### src/rtl/gate_exhaustive_tester_if.sv
// Stimulus/response bundle between a gate_exhaustive_tester and its controlling environment.
// master: environment side (start, op_sel, DUT response); slave: the tester itself.
interface gate_exhaustive_tester_if #(
    parameter int N_INPUTS = 2,
    parameter int ERR_W    = 8
);
    logic                start;
    logic [2:0]          op_sel;
    logic                dut_out;
    logic [N_INPUTS-1:0] stim;
    logic                expected;
    logic                busy;
    logic                done;
    logic                pass;
    logic [ERR_W-1:0]    err_count;
    logic [N_INPUTS-1:0] first_fail_vec;

    modport master (
        output start, op_sel, dut_out,
        input  stim, expected, busy, done, pass, err_count, first_fail_vec
    );

    modport slave (
        input  start, op_sel, dut_out,
        output stim, expected, busy, done, pass, err_count, first_fail_vec
    );
endinterface

### src/rtl/gate_exhaustive_tester.sv
// Exhaustive sweep tester for N-input gates with latency-aligned expected values.
// Optional macro GATE_TESTER_STOP_ON_FAIL_EN: end the sweep on the first mismatch.
module gate_exhaustive_tester #(
    parameter int N_INPUTS    = 2,
    parameter int DUT_LATENCY = 0,
    parameter int ERR_W       = 8
) (
    input logic                    clk,
    input logic                    reset,
    gate_exhaustive_tester_if.slave bus
);

    typedef enum logic [1:0] {
        IDLE,
        RUN,
        DRAIN,
        DONE
    } state_t;

    localparam int DCW = (DUT_LATENCY > 1) ? $clog2(DUT_LATENCY) : 1;

    state_t              state, state_nx;
    logic [2:0]          op_q;
    logic [N_INPUTS-1:0] stim_q;
    logic [N_INPUTS-1:0] ffv_q;
    logic [ERR_W-1:0]    err_q;
    logic [DCW-1:0]      drain_cnt;

    logic                head_valid;
    logic                head_exp;
    logic                tail_valid;
    logic                tail_exp;
    logic [N_INPUTS-1:0] tail_vec;
    logic                mismatch;
    logic                stop_fire;
    logic                last_vec;
    logic                drain_end;

    assign head_valid = (state == RUN);
    assign last_vec   = (stim_q == '1);
    assign drain_end  = (drain_cnt == DCW'(DUT_LATENCY - 1));

    always_comb begin
        head_exp = 1'b0;
        case (op_q)
            3'd0:    head_exp = &stim_q;
            3'd1:    head_exp = |stim_q;
            3'd2:    head_exp = ~&stim_q;
            3'd3:    head_exp = ~|stim_q;
            3'd4:    head_exp = ^stim_q;
            3'd5:    head_exp = ~^stim_q;
            default: head_exp = |stim_q;
        endcase
    end

    // Expected/vector travel with a valid bit so compares line up with the DUT's latency.
    generate
        if (DUT_LATENCY == 0) begin : g_comb
            assign tail_valid = head_valid;
            assign tail_exp   = head_exp;
            assign tail_vec   = stim_q;
        end else begin : g_pipe
            localparam int VW = N_INPUTS * DUT_LATENCY;
            logic [DUT_LATENCY-1:0] pv;
            logic [DUT_LATENCY-1:0] pe;
            logic [VW-1:0]          pvec;

            always_ff @(posedge clk) begin
                if (reset || stop_fire) begin
                    pv <= '0;
                end else begin
                    pv <= DUT_LATENCY'({pv, head_valid});
                end
                pe   <= DUT_LATENCY'({pe, head_exp});
                pvec <= VW'({pvec, stim_q});
            end

            assign tail_valid = pv[DUT_LATENCY-1];
            assign tail_exp   = pe[DUT_LATENCY-1];
            assign tail_vec   = pvec[VW-1 -: N_INPUTS];
        end
    endgenerate

    assign mismatch = tail_valid && (bus.dut_out != tail_exp);

`ifdef GATE_TESTER_STOP_ON_FAIL_EN
    assign stop_fire = mismatch;
`else
    assign stop_fire = 1'b0;
`endif

    always_ff @(posedge clk) begin
        if (reset) begin
            state <= IDLE;
        end else begin
            state <= state_nx;
        end
    end

    always_comb begin
        state_nx = state;
        case (state)
            IDLE: begin
                if (bus.start) state_nx = RUN;
            end
            RUN: begin
                if (stop_fire)     state_nx = DONE;
                else if (last_vec) state_nx = (DUT_LATENCY > 0) ? DRAIN : DONE;
            end
            DRAIN: begin
                if (stop_fire || drain_end) state_nx = DONE;
            end
            DONE: begin
                if (bus.start) state_nx = RUN;
            end
            default: state_nx = IDLE;
        endcase
    end

    always_ff @(posedge clk) begin
        if (reset) begin
            op_q      <= '0;
            stim_q    <= '0;
            err_q     <= '0;
            ffv_q     <= '0;
            drain_cnt <= '0;
        end else begin
            case (state)
                IDLE, DONE: begin
                    if (bus.start) begin
                        op_q      <= bus.op_sel;
                        stim_q    <= '0;
                        err_q     <= '0;
                        ffv_q     <= '0;
                        drain_cnt <= '0;
                    end
                end
                RUN: begin
                    if (!stop_fire && !last_vec) stim_q <= stim_q + 1'b1;
                    drain_cnt <= '0;
                end
                DRAIN: begin
                    drain_cnt <= drain_cnt + 1'b1;
                end
                default: ;
            endcase
            // Compares only occur in RUN/DRAIN, so they never collide with the start clear.
            if (mismatch) begin
                if (err_q != '1) err_q <= err_q + 1'b1;
                if (err_q == '0) ffv_q <= tail_vec;
            end
        end
    end

    assign bus.stim           = stim_q;
    assign bus.expected       = tail_valid & tail_exp;
    assign bus.busy           = (state == RUN) || (state == DRAIN);
    assign bus.done           = (state == DONE);
    assign bus.pass           = (state == DONE) && (err_q == '0);
    assign bus.err_count      = err_q;
    assign bus.first_fail_vec = ffv_q;

endmodule

### src/flat_wrapper.sv
// flat-port wrapper written by rule: the top's interface ports become plain ports
module gate_exhaustive_tester_flat 
#(
    parameter int N_INPUTS    = 2,
    parameter int DUT_LATENCY = 0,
    parameter int ERR_W       = 8
)
  (clk, reset, bus_start, bus_op_sel, bus_dut_out, bus_stim, bus_expected, bus_busy, bus_done, bus_pass, bus_err_count, bus_first_fail_vec);
  gate_exhaustive_tester_if #(.N_INPUTS(N_INPUTS), .ERR_W(ERR_W)) bus_i ();
  input logic clk;
  input logic reset;
  input wire logic [$bits(bus_i.start)-1:0] bus_start;
  input wire logic [$bits(bus_i.op_sel)-1:0] bus_op_sel;
  input wire logic [$bits(bus_i.dut_out)-1:0] bus_dut_out;
  output wire logic [$bits(bus_i.stim)-1:0] bus_stim;
  output wire logic [$bits(bus_i.expected)-1:0] bus_expected;
  output wire logic [$bits(bus_i.busy)-1:0] bus_busy;
  output wire logic [$bits(bus_i.done)-1:0] bus_done;
  output wire logic [$bits(bus_i.pass)-1:0] bus_pass;
  output wire logic [$bits(bus_i.err_count)-1:0] bus_err_count;
  output wire logic [$bits(bus_i.first_fail_vec)-1:0] bus_first_fail_vec;
  assign bus_i.start = bus_start;
  assign bus_i.op_sel = bus_op_sel;
  assign bus_i.dut_out = bus_dut_out;
  assign bus_stim = bus_i.stim;
  assign bus_expected = bus_i.expected;
  assign bus_busy = bus_i.busy;
  assign bus_done = bus_i.done;
  assign bus_pass = bus_i.pass;
  assign bus_err_count = bus_i.err_count;
  assign bus_first_fail_vec = bus_i.first_fail_vec;
  gate_exhaustive_tester #(.N_INPUTS(N_INPUTS), .DUT_LATENCY(DUT_LATENCY), .ERR_W(ERR_W)) u_core (.clk(clk), .reset(reset), .bus(bus_i));
endmodule
### config.mk
export PLATFORM = sky130hd
export DESIGN_NAME = gate_exhaustive_tester_flat
export DESIGN_NICKNAME = d
export VERILOG_FILES = /design/src/rtl/gate_exhaustive_tester_if.sv /design/src/rtl/gate_exhaustive_tester.sv /design/src/flat_wrapper.sv
export SDC_FILE = /design/constraint.sdc
export NUM_CORES = 1
export LEC_CHECK = 0
export ABC_AREA = 1
export ABC_CLOCK_PERIOD_IN_PS = 3600
export CAP_MARGIN = 0
export CORE_MARGIN = 3
export CORE_UTILIZATION = 56
export DETAILED_ROUTE_END_ITERATION = 16
export PLACE_DENSITY = 0.84
export RECOVER_POWER = 25
export SETUP_SLACK_MARGIN = 0.5
export SLEW_MARGIN = 5
export SYNTH_ARGS = -nofsm -noshare
export SYNTH_HDL_FRONTEND = slang
export SYNTH_SLANG_ARGS = --single-unit
### constraint.sdc
create_clock -name clk -period 3.6 [get_ports clk]
set_clock_uncertainty 0.2 [all_clocks]
set_input_delay 0.54 -clock clk [delete_from_list [all_inputs] [get_ports clk]]
set_output_delay 0.54 -clock clk [all_outputs]
set_load 0.01 [all_outputs]
* After elaboration in Yosys (flattened, before gate mapping)
Index checks and enable logic that the tools add are counted.
Operators by class: $add $sub $neg 3, multiply operators 0, divide/modulo/power cells 0, order comparisons 0, equality and inequality tests 14, shift operators 0, muxes and demuxes 18, bitwise operators 1, reductions and logical operators 17
Operators by type and width (count):
- 8-bit 2-to-1 mux | 4
- 2-bit 2-to-1 mux | 9
- 8-bit by 1-bit adder with 8-bit output (second input constant) | 1
- 8-bit logical NOT | 1
- 8-bit inequality test (second input constant) | 1
- 2-bit equality test (second input constant) | 3
- 3-bit by 2-bit equality test with 1-bit output (second input constant) | 2
- 3-bit equality test (second input constant) | 2
- 2-bit one-hot mux with 3 select lines | 1
- 3-bit AND reduction | 2
- 1-bit one-hot mux with 5 select lines | 1
- 2-bit by 1-bit inequality test with 1-bit output (second input constant) | 2
- 2-bit inequality test (second input constant) | 2
- 2-bit one-hot mux with 2 select lines | 1
- 2-bit AND reduction | 2
- 2-bit OR reduction | 2
- 3-bit logical NOT | 1
- 1-bit one-hot mux with 3 select lines | 1
- 2-bit by 1-bit adder with 2-bit output (second input constant) | 1
- 2-bit by 1-bit equality test with 1-bit output (second input constant) | 1
- 1-bit logical AND | 2
- 1-bit logical NOT | 2
- 2-bit logical NOT | 1
- 2-bit nonzero test | 1
- 7 further kinds | 7
Storage, ports and cells: bits in registers 18, latch bits 0, RAM bits 0, bits in read-only memories 0, bits of input ports 7, output and inout bits 16, memories kept 0

* Logic depth before layout (Yosys ltp)
Gate-level depths: netlist of the first run.
word-level depth 6, mapped depth 11, depth with buffers taken out 11

* Worst setup path before layout of the first run
OpenSTA, ideal clock, no wires.
kind register -> output, start register u_core.stim_q[0], in the netlist u_core.bus.stim[0], end output bus_expected, arrival time 1.301 ns, data required time 2.860 ns, path slack 1.559 ns, cell stages (with the launch flop) 7, path through dfxtp_1 inv_1 ha_1 a21oi_1 nand3_2 nand3_2 and2_1
Between the ends: longest elaborated chain between the ends 4
RTL lines:
- from (decl) | RTL line gate_exhaustive_tester.sv:24 | logic [N_INPUTS-1:0] stim_q;
- from (signal assigned) | RTL line gate_exhaustive_tester.sv:139 | if (!stop_fire && !last_vec) stim_q <= stim_q + 1'b1;
- 2-bit OR reduction or 2-bit AND reduction (tied branches)
- 1-bit logical NOT (on tied branches) | RTL line gate_exhaustive_tester.sv:49, gate_exhaustive_tester.sv:48
- 1-bit one-hot mux with 5 select lines (*) | RTL line gate_exhaustive_tester.sv:45 | case (op_q)
- 1-bit bitwise AND (*) | RTL line gate_exhaustive_tester.sv:156 | assign bus.expected = tail_valid & tail_exp;
- to (decl) | RTL line flat_wrapper.sv:16 | output wire logic [$bits(bus_i.expected)-1:0] bus_expected;
Every way passes the cells marked *; elsewhere a longest branch is shown, timed or not.

* Worst setup path after layout of the first run
Ends and elaborated chain as after synthesis.

==> metrics.yaml, run 1 <==
status: "finished clean"
required_ps: 2860
synth_most_common_cell: "nand2_1"
worstSetupPathType: "reg -> out"
grt_pass1_wl_um: 5237
cts_setup_buffers: 0
finalSetupViolations: 0
synth_top_area_cell: "dfxtp_1"
grt_antenna_before_repair: 0
dr.pass1.iters: 4
syn_to_final_growth_pct: 21.03
finalCriticalPeriod_ps: 2911
critPathMaxFanout: 4
drv_slew: 0
netlist.area_leader.share_pct: 28.04
slowest_delay_ps: 530
final_antenna_net_count: 0
critPathSlowestCell: "clkdlybuf4s50_1"
overflow: 0
period_share_pct: 80.87
cp.depth: 7
worst_ir_drop_vdd_mv: 0.5652
start_util_pct: 62.32
cts_resized: 0
syn_area_um2: 1285
cts_root_buffer: "clkbuf_4"
ys_async_sr_fraction_pct: 0
hold_depth: 2
startpoint_type: "flip-flop"
cp-end-kind: "primary output"
crit_family: "buffers and inverters"
ys_types: 26
cts_max_level: 1
cts_buffers: 3
cp.arrival_ps: 2170
synth-edff-count: 0
rows: 16
post-place-ws_ps: 1020
vias: 1314
clk_pin_slew_ps: 120
yosys_warnings: 0
setup_slack_ps: 688.7
rsz0062_at_grt: "no"
yosysSeqAreaShare_pct: 28.04
core_area_um2: 2062
grt_max_degree: 15
hold_path.class: "reg -> reg"
ys_seq_elements: 18
crit_chain: "inv_1, ha_1, a21oi_1, nand3_2, nand3_2, and2_1, clkdlybuf4s50_1"
synthCells: 192
hold_buffers: 0
clock_latency_ps: 300
die_w_um: 53.90
track_usage_pct: 24.25
cts_tree: "done"
synth_nets: 206
synth_common_cells: "nand2_1 (47), inv_1 (28), nand3_1 (19)"
nNetsFinal: 230
io_buffers: 22
vias_per_cell: 5.430
grt_pass1_vias: 1266
hold_violations: 0
power.density_nw_per_um2: 613.8
path_common_cell: "nand3_2"
hpwlAfterDp_um: 2324
num_antenna_cells: 0
cp_num_buf_inv: 2
routedWlPerCell_um: 12.47
cts.sinks: 18
final.setup.tns_ps: 0
die_h_um: 53.90
drive_gt1_share_pct: 12.56
fmax_mhz: 343.5
n_fill_cell: 173
remaining_drc_errors: 0
gp_congestion: 0.8994
synthFlopType: "dfxtp_1"
maxCapViolCount: 0
slew_headroom_pct: 56.03
max-clock-path-buffers: 2
routed_wl_um: 3017
avgSynthCellArea_um2: 6.693
synth.area.top_cells: "dfxtp_1 (28%), nand2_1 (14%), inv_1 (8.2%)"
worst_pin_slew_ps: 657.3
p_leak_nw: 0.7066
rr_worst_depth: 9
dieArea_um2: 2905
io_pins: 23
drt_iter0_markers: 27
==> flip-flops by register name, summed over array words and instances (netlist names) <==
signal / count
u_core.op_q: 3
u_core.bus.err_count: 8
u_core.bus.first_fail_vec: 2
u_core.state: 2
u_core.bus.stim: 2
u_core.drain_cnt: 1
==> worst reg2reg max path: stages (launching register included) <==
cell	delay, ps
dfxtp_1	380
inv_1	70
ha_1	320
nand2_2	190
inv_2	120
nor2_1	170
nand3_2	150
o21ai_1	130
nand3_1	100
a21oi_1	180
==> stage by stage <==
step	std cells	utilization (%)	hold WS (ps)	total power (W)	cell area, um2
finish	242	75.42	275.2	0.0009546	1555
global route	242	75.42	322.3	0.001031	1555
CTS	242	75.42	277.7	0.0009572	1555
detailed placement	238	73.67	261.2	0.0008264	1519
global placement	238	73.67	243.8	0.0008025	1519
floorplan	192	-	233.1	0.0006623	1285
==> area by class of cell <==
type                            instances  area, um2  share of cell area [%]
Clock buffer                            4      36.28                   2.333
Inverter                               32      120.1                   7.723
Multi-Input combinational cell        138      777.0                   49.96
Sequential cell                        18      360.3                   23.17
Tap cell                               27      33.78                   2.172
Timing Repair Buffer                   23      227.7                   14.64
==> final timing paths <==
kind	from	to	slack, ps
setup / recovery	u_core.bus.stim[0]	bus_expected	690
hold / removal	u_core.drain_cnt	u_core.drain_cnt	280
setup reg to reg	u_core.state[0]	u_core.bus.err_count[2]	1530
hold reg to reg	u_core.drain_cnt	u_core.drain_cnt	280
==> cell families after synthesis <==
kind of cell	Yosys count	share of synthesized area, %
AO/OA/AOI/OAI	30	14.51
adder cells (fa/ha/maj)	7	6.816
buffers and inverters	36	11.49
flip-flops	18	28.04
AND/OR/NAND/NOR	101	39.14
==> cell usage in the layout (no fill, tap or decap) <==
cell type	instances
dfxtp_1	18
inv_1	28
nand2_4	1
dlygate4sd3_1	1
nand4_1	5
clkbuf_8	1
ha_1	7
nand3_1	19
a211oi_1	3
a21oi_1	10
o21a_1	1
nand3_2	5
nand2_1	47
buf_4	1
clkbuf_4	3
inv_2	4
and2_1	1
nor2_4	1
nand2_2	1
nor3_4	1
o21ai_0	5
nor2_1	18
clkdlybuf4s50_1	21
o21ai_1	4
a21oi_2	7
nor3_2	1
nand4_4	1
==> where the power goes <==
| group | leakage, nW | switching, W | internal, W |
|---|---|---|---|
| logic | 0.539 | 0.000323 | 0.000206 |
| clock network | 0.0210 | 0.0000683 | 0.0000616 |
| registers | 0.147 | 0.0000508 | 0.000244 |
| total | 0.707 | 0.000443 | 0.000512 |
==> layer usage <==
| metal | GRT usage, % | wire, um |
|---|---|---|
| met1 | 31.71 | 1379 |
| met2 | 39.92 | 1411 |
| met3 | 3.324 | 210 |
| met4 | 9.362 | 15 |
| met5 | 0 | 0 |
Power figures use the tool's default switching activity.
==> inputs of run 2 (changes only) <==
--- a/config.mk
+++ b/config.mk
@@ -6,12 +6,12 @@
 export NUM_CORES = 1
 export LEC_CHECK = 0
 export ABC_AREA = 1
-export ABC_CLOCK_PERIOD_IN_PS = 3600
+export ABC_CLOCK_PERIOD_IN_PS = 2350
 export CAP_MARGIN = 0
 export CORE_MARGIN = 3
-export CORE_UTILIZATION = 56
+export CORE_UTILIZATION = 47
 export DETAILED_ROUTE_END_ITERATION = 16
-export PLACE_DENSITY = 0.84
+export PLACE_DENSITY = 0.75
 export RECOVER_POWER = 25
 export SETUP_SLACK_MARGIN = 0.5
 export SLEW_MARGIN = 5
==> constraint.sdc (replaced) <==
create_clock -name clk -period 2.35 [get_ports clk]
set_clock_uncertainty 0.2 [all_clocks]
set_input_delay 0.3525 -clock clk [delete_from_list [all_inputs] [get_ports clk]]
set_output_delay 0.3525 -clock clk [all_outputs]
set_load 0.01 [all_outputs]
==> run 2 against run 1 <==
Die area is 17% higher. Critical path type unchanged. Highest routed layer unchanged. Critical path depth stayed put. Combinational power is 110% higher. Via count is 4.9% higher. Routed wire length is 16% higher. Core utilization is 2.8 points lower. Clock power is 21% higher.
==> metrics.yaml, run 2 (synthesis results as in run 1) <==
num_antenna_cells: 0  # unchanged
routed_wl_um: 3498  # +16%
slew_headroom_pct: 80.11  # +24 points
switching_share_pct: 48.04  # +1.7 points
final.setup.tns_ps: 0  # unchanged
grt_pass1_vias: 1267  # +0.079%
crit_family: "flip-flops"
use_met1_pct: 24.15  # -7.6 points
worst_pin_slew_ps: 297.4  # -359.9 ps
drv_slew: 0  # unchanged
clock_latency_ps: 300  # about the same
grt_max_degree: 15  # unchanged
cp.arrival_ps: 1530  # -640 ps
power_frac_seq_pct: 26.1  # -4.8 points
power.density_nw_per_um2: 922.0  # +50%
rows: 18  # +2
hold_buffers: 0  # unchanged
finalSetupViolations: 0  # unchanged
comb_power_share_pct: 64.7  # +9.2 points
largest_reg_flops: 8  # unchanged
rsz0062_at_grt: "yes"
cts_max_level: 1  # unchanged
slowest_delay_ps: 350  # -180 ps
gp_congestion: 0.9218  # +2.5%
dr.pass1.iters: 4  # unchanged
cp.depth: 7  # unchanged
die_w_um: 58.29  # +8.1%
status: "finished clean"
critPathMaxFanout: 3  # -1
cts_root_buffer: "clkbuf_4"
remaining_drc_errors: 0  # unchanged
cp_num_buf_inv: 2  # unchanged
dieArea_um2: 3397  # +17%
hold_depth: 2  # unchanged
overflow: 0  # unchanged
hold_path.class: "reg -> reg"
layout_common_cells: "nand2_1 (36), inv_1 (22), nor2_1 (16), buf_4 (15), nand3_2 (14)"
io_buffers: 22  # unchanged
grt_pass1_wl_um: 5609  # +7.1%
p_leak_nw: 0.8442  # +19%
cts.sinks: 18  # unchanged
reg2reg_slack_ps: 370  # -1160 ps
core_area_um2: 2545  # +23%
crit_chain: "inv_2, ha_4, a21oi_2, nand3_2, nand3_2, and2_4, buf_6"
drive_gt1_share_pct: 39.57  # +27 points
drt_iter0_markers: 83  # +210%
required_ps: 1800  # -1060 ps
finalCriticalPeriod_ps: 2079
p_clk_share_pct: 9.2  # -4.4 points
worstSetupPathType: "reg -> out"
cts_buffers: 3  # unchanged
gr-usage-met2_pct: 36.84  # -3.1 points
hold_violations: 0  # unchanged
startpoint_type: "flip-flop"
track_usage_pct: 21.48  # -2.8 points
final_antenna_net_count: 0  # unchanged
die_h_um: 58.29  # +8.1%
busiest_layer: "met2"
cp-end-kind: "primary output"
period_share_pct: 88.46
max-clock-path-buffers: 2  # unchanged
rr_worst_depth: 9  # unchanged
p_switching_w: 0.0008191  # +85%
final_area_um2: 1849  # +19%
io_pins: 23  # unchanged
cts_tree: "done"
fmax_mhz: 481.0
critPathSlowestCell: "dfxtp_2"
placed_area_um2: 1546  # +1.8%
layout_commonest_cell: "nand2_1"
start_util_pct: 50.49  # -12 points
vias: 1379  # +4.9%
use_met3_pct: 4.677  # +1.4 points
routedWlPerCell_um: 13.45  # +7.9%
clk_pin_slew_ps: 100  # -20 ps
path_common_cell: "nand3_2"
worst_ir_drop_vdd_mv: 0.8366  # +48%
nNetsFinal: 246  # +7.0%
vias_per_cell: 5.304  # -2.3%
grt_antenna_before_repair: 0  # unchanged
hpwlAfterDp_um: 2313  # -0.50%
syn_to_final_growth_pct: 43.91
internal_power_w: 0.0008860  # +73%
maxCapViolCount: 0  # unchanged
## run 2: cell types whose count changed in the layout (fill, tap and decap cells not counted), moves of 8 or more
cell	before	now
buf_4	1	15
clkdlybuf4s50_1	21	12
dfxtp_1	18	8
nand2_1	47	36
nand2_2	1	9
nand3_1	19	8
nand3_2	5	14
## run 2: repair_timing
item | CTS | global route
gates resized for setup | 46 | 34
endpoints found under the hold margin | 0 | 0
setup buffers | 10 | 2
gates cloned | 1 | 0
pin swaps | 8 | 21
endpoints found under the setup margin | 20 | 20
## run 2: power groups by stage
stage               registers (W)  logic (W)  clock network (W)
floorplan                0.000446   0.000569                  0
CTS                      0.000449    0.00103           0.000160
global placement         0.000438   0.000811                  0
finish                   0.000445    0.00110           0.000157
detailed placement       0.000441   0.000834                  0
global route             0.000454    0.00122           0.000172
## run 2: final cells by class
type | count | area, um2
inverter | 32 | 120.1
fill | 219 | 695.7
timing repair buffer | 38 | 327.8
multi-input combinational | 139 | 960.9
clock buffer | 3 | 22.52
tap | 30 | 37.54
sequential | 18 | 380.4
## run 2: final timing paths
check	from	end
min	u_core.drain_cnt	u_core.drain_cnt
max reg2reg	u_core.state[0]	u_core.bus.err_count[2]
min reg2reg	u_core.drain_cnt	u_core.drain_cnt
max	u_core.bus.stim[0]	bus_expected
## run 2: worst min-delay path, stage by stage (launching register included)
cell,delay [ps]
dfxtp_1,310
inv_1,60
a211oi_1,60
## run 2: metrics by stage
step           utilization [%]  cells  hold slack, ps  setup WS, ps  power [W]
2_1_floorplan                -    192           223.5         534.7   0.001016
3_3_place_gp             60.77    244           252.1         84.60   0.001249
3_5_place_dp             60.77    244           255.0         29.38   0.001275
4_1_cts                  68.83    258           272.8         306.7   0.001643
5_1_grt                  72.66    260           291.6         231.5   0.001844
6_report                 72.66    260           266.6         271.1   0.001705
## run 2: routing by layer
metal	vias to the layer above	share of wire [%]
met2	44	51
met5	-	0
li1	704	-
met1	622	42
met4	0	2.2
met3	9	4.9
==> inputs of run 3 (changes only) <==
--- a/config.mk
+++ b/config.mk
@@ -7,10 +7,10 @@
 export LEC_CHECK = 0
 export ABC_AREA = 1
 export ABC_CLOCK_PERIOD_IN_PS = 2350
-export CAP_MARGIN = 0
 export CORE_MARGIN = 3
 export CORE_UTILIZATION = 47
 export DETAILED_ROUTE_END_ITERATION = 16
+export GPL_ROUTABILITY_DRIVEN = 0
 export PLACE_DENSITY = 0.75
 export RECOVER_POWER = 25
 export SETUP_SLACK_MARGIN = 0.5
==> results of run 3 <==
Same layout as run 2: the final DEF is identical, and so are final timing and power.
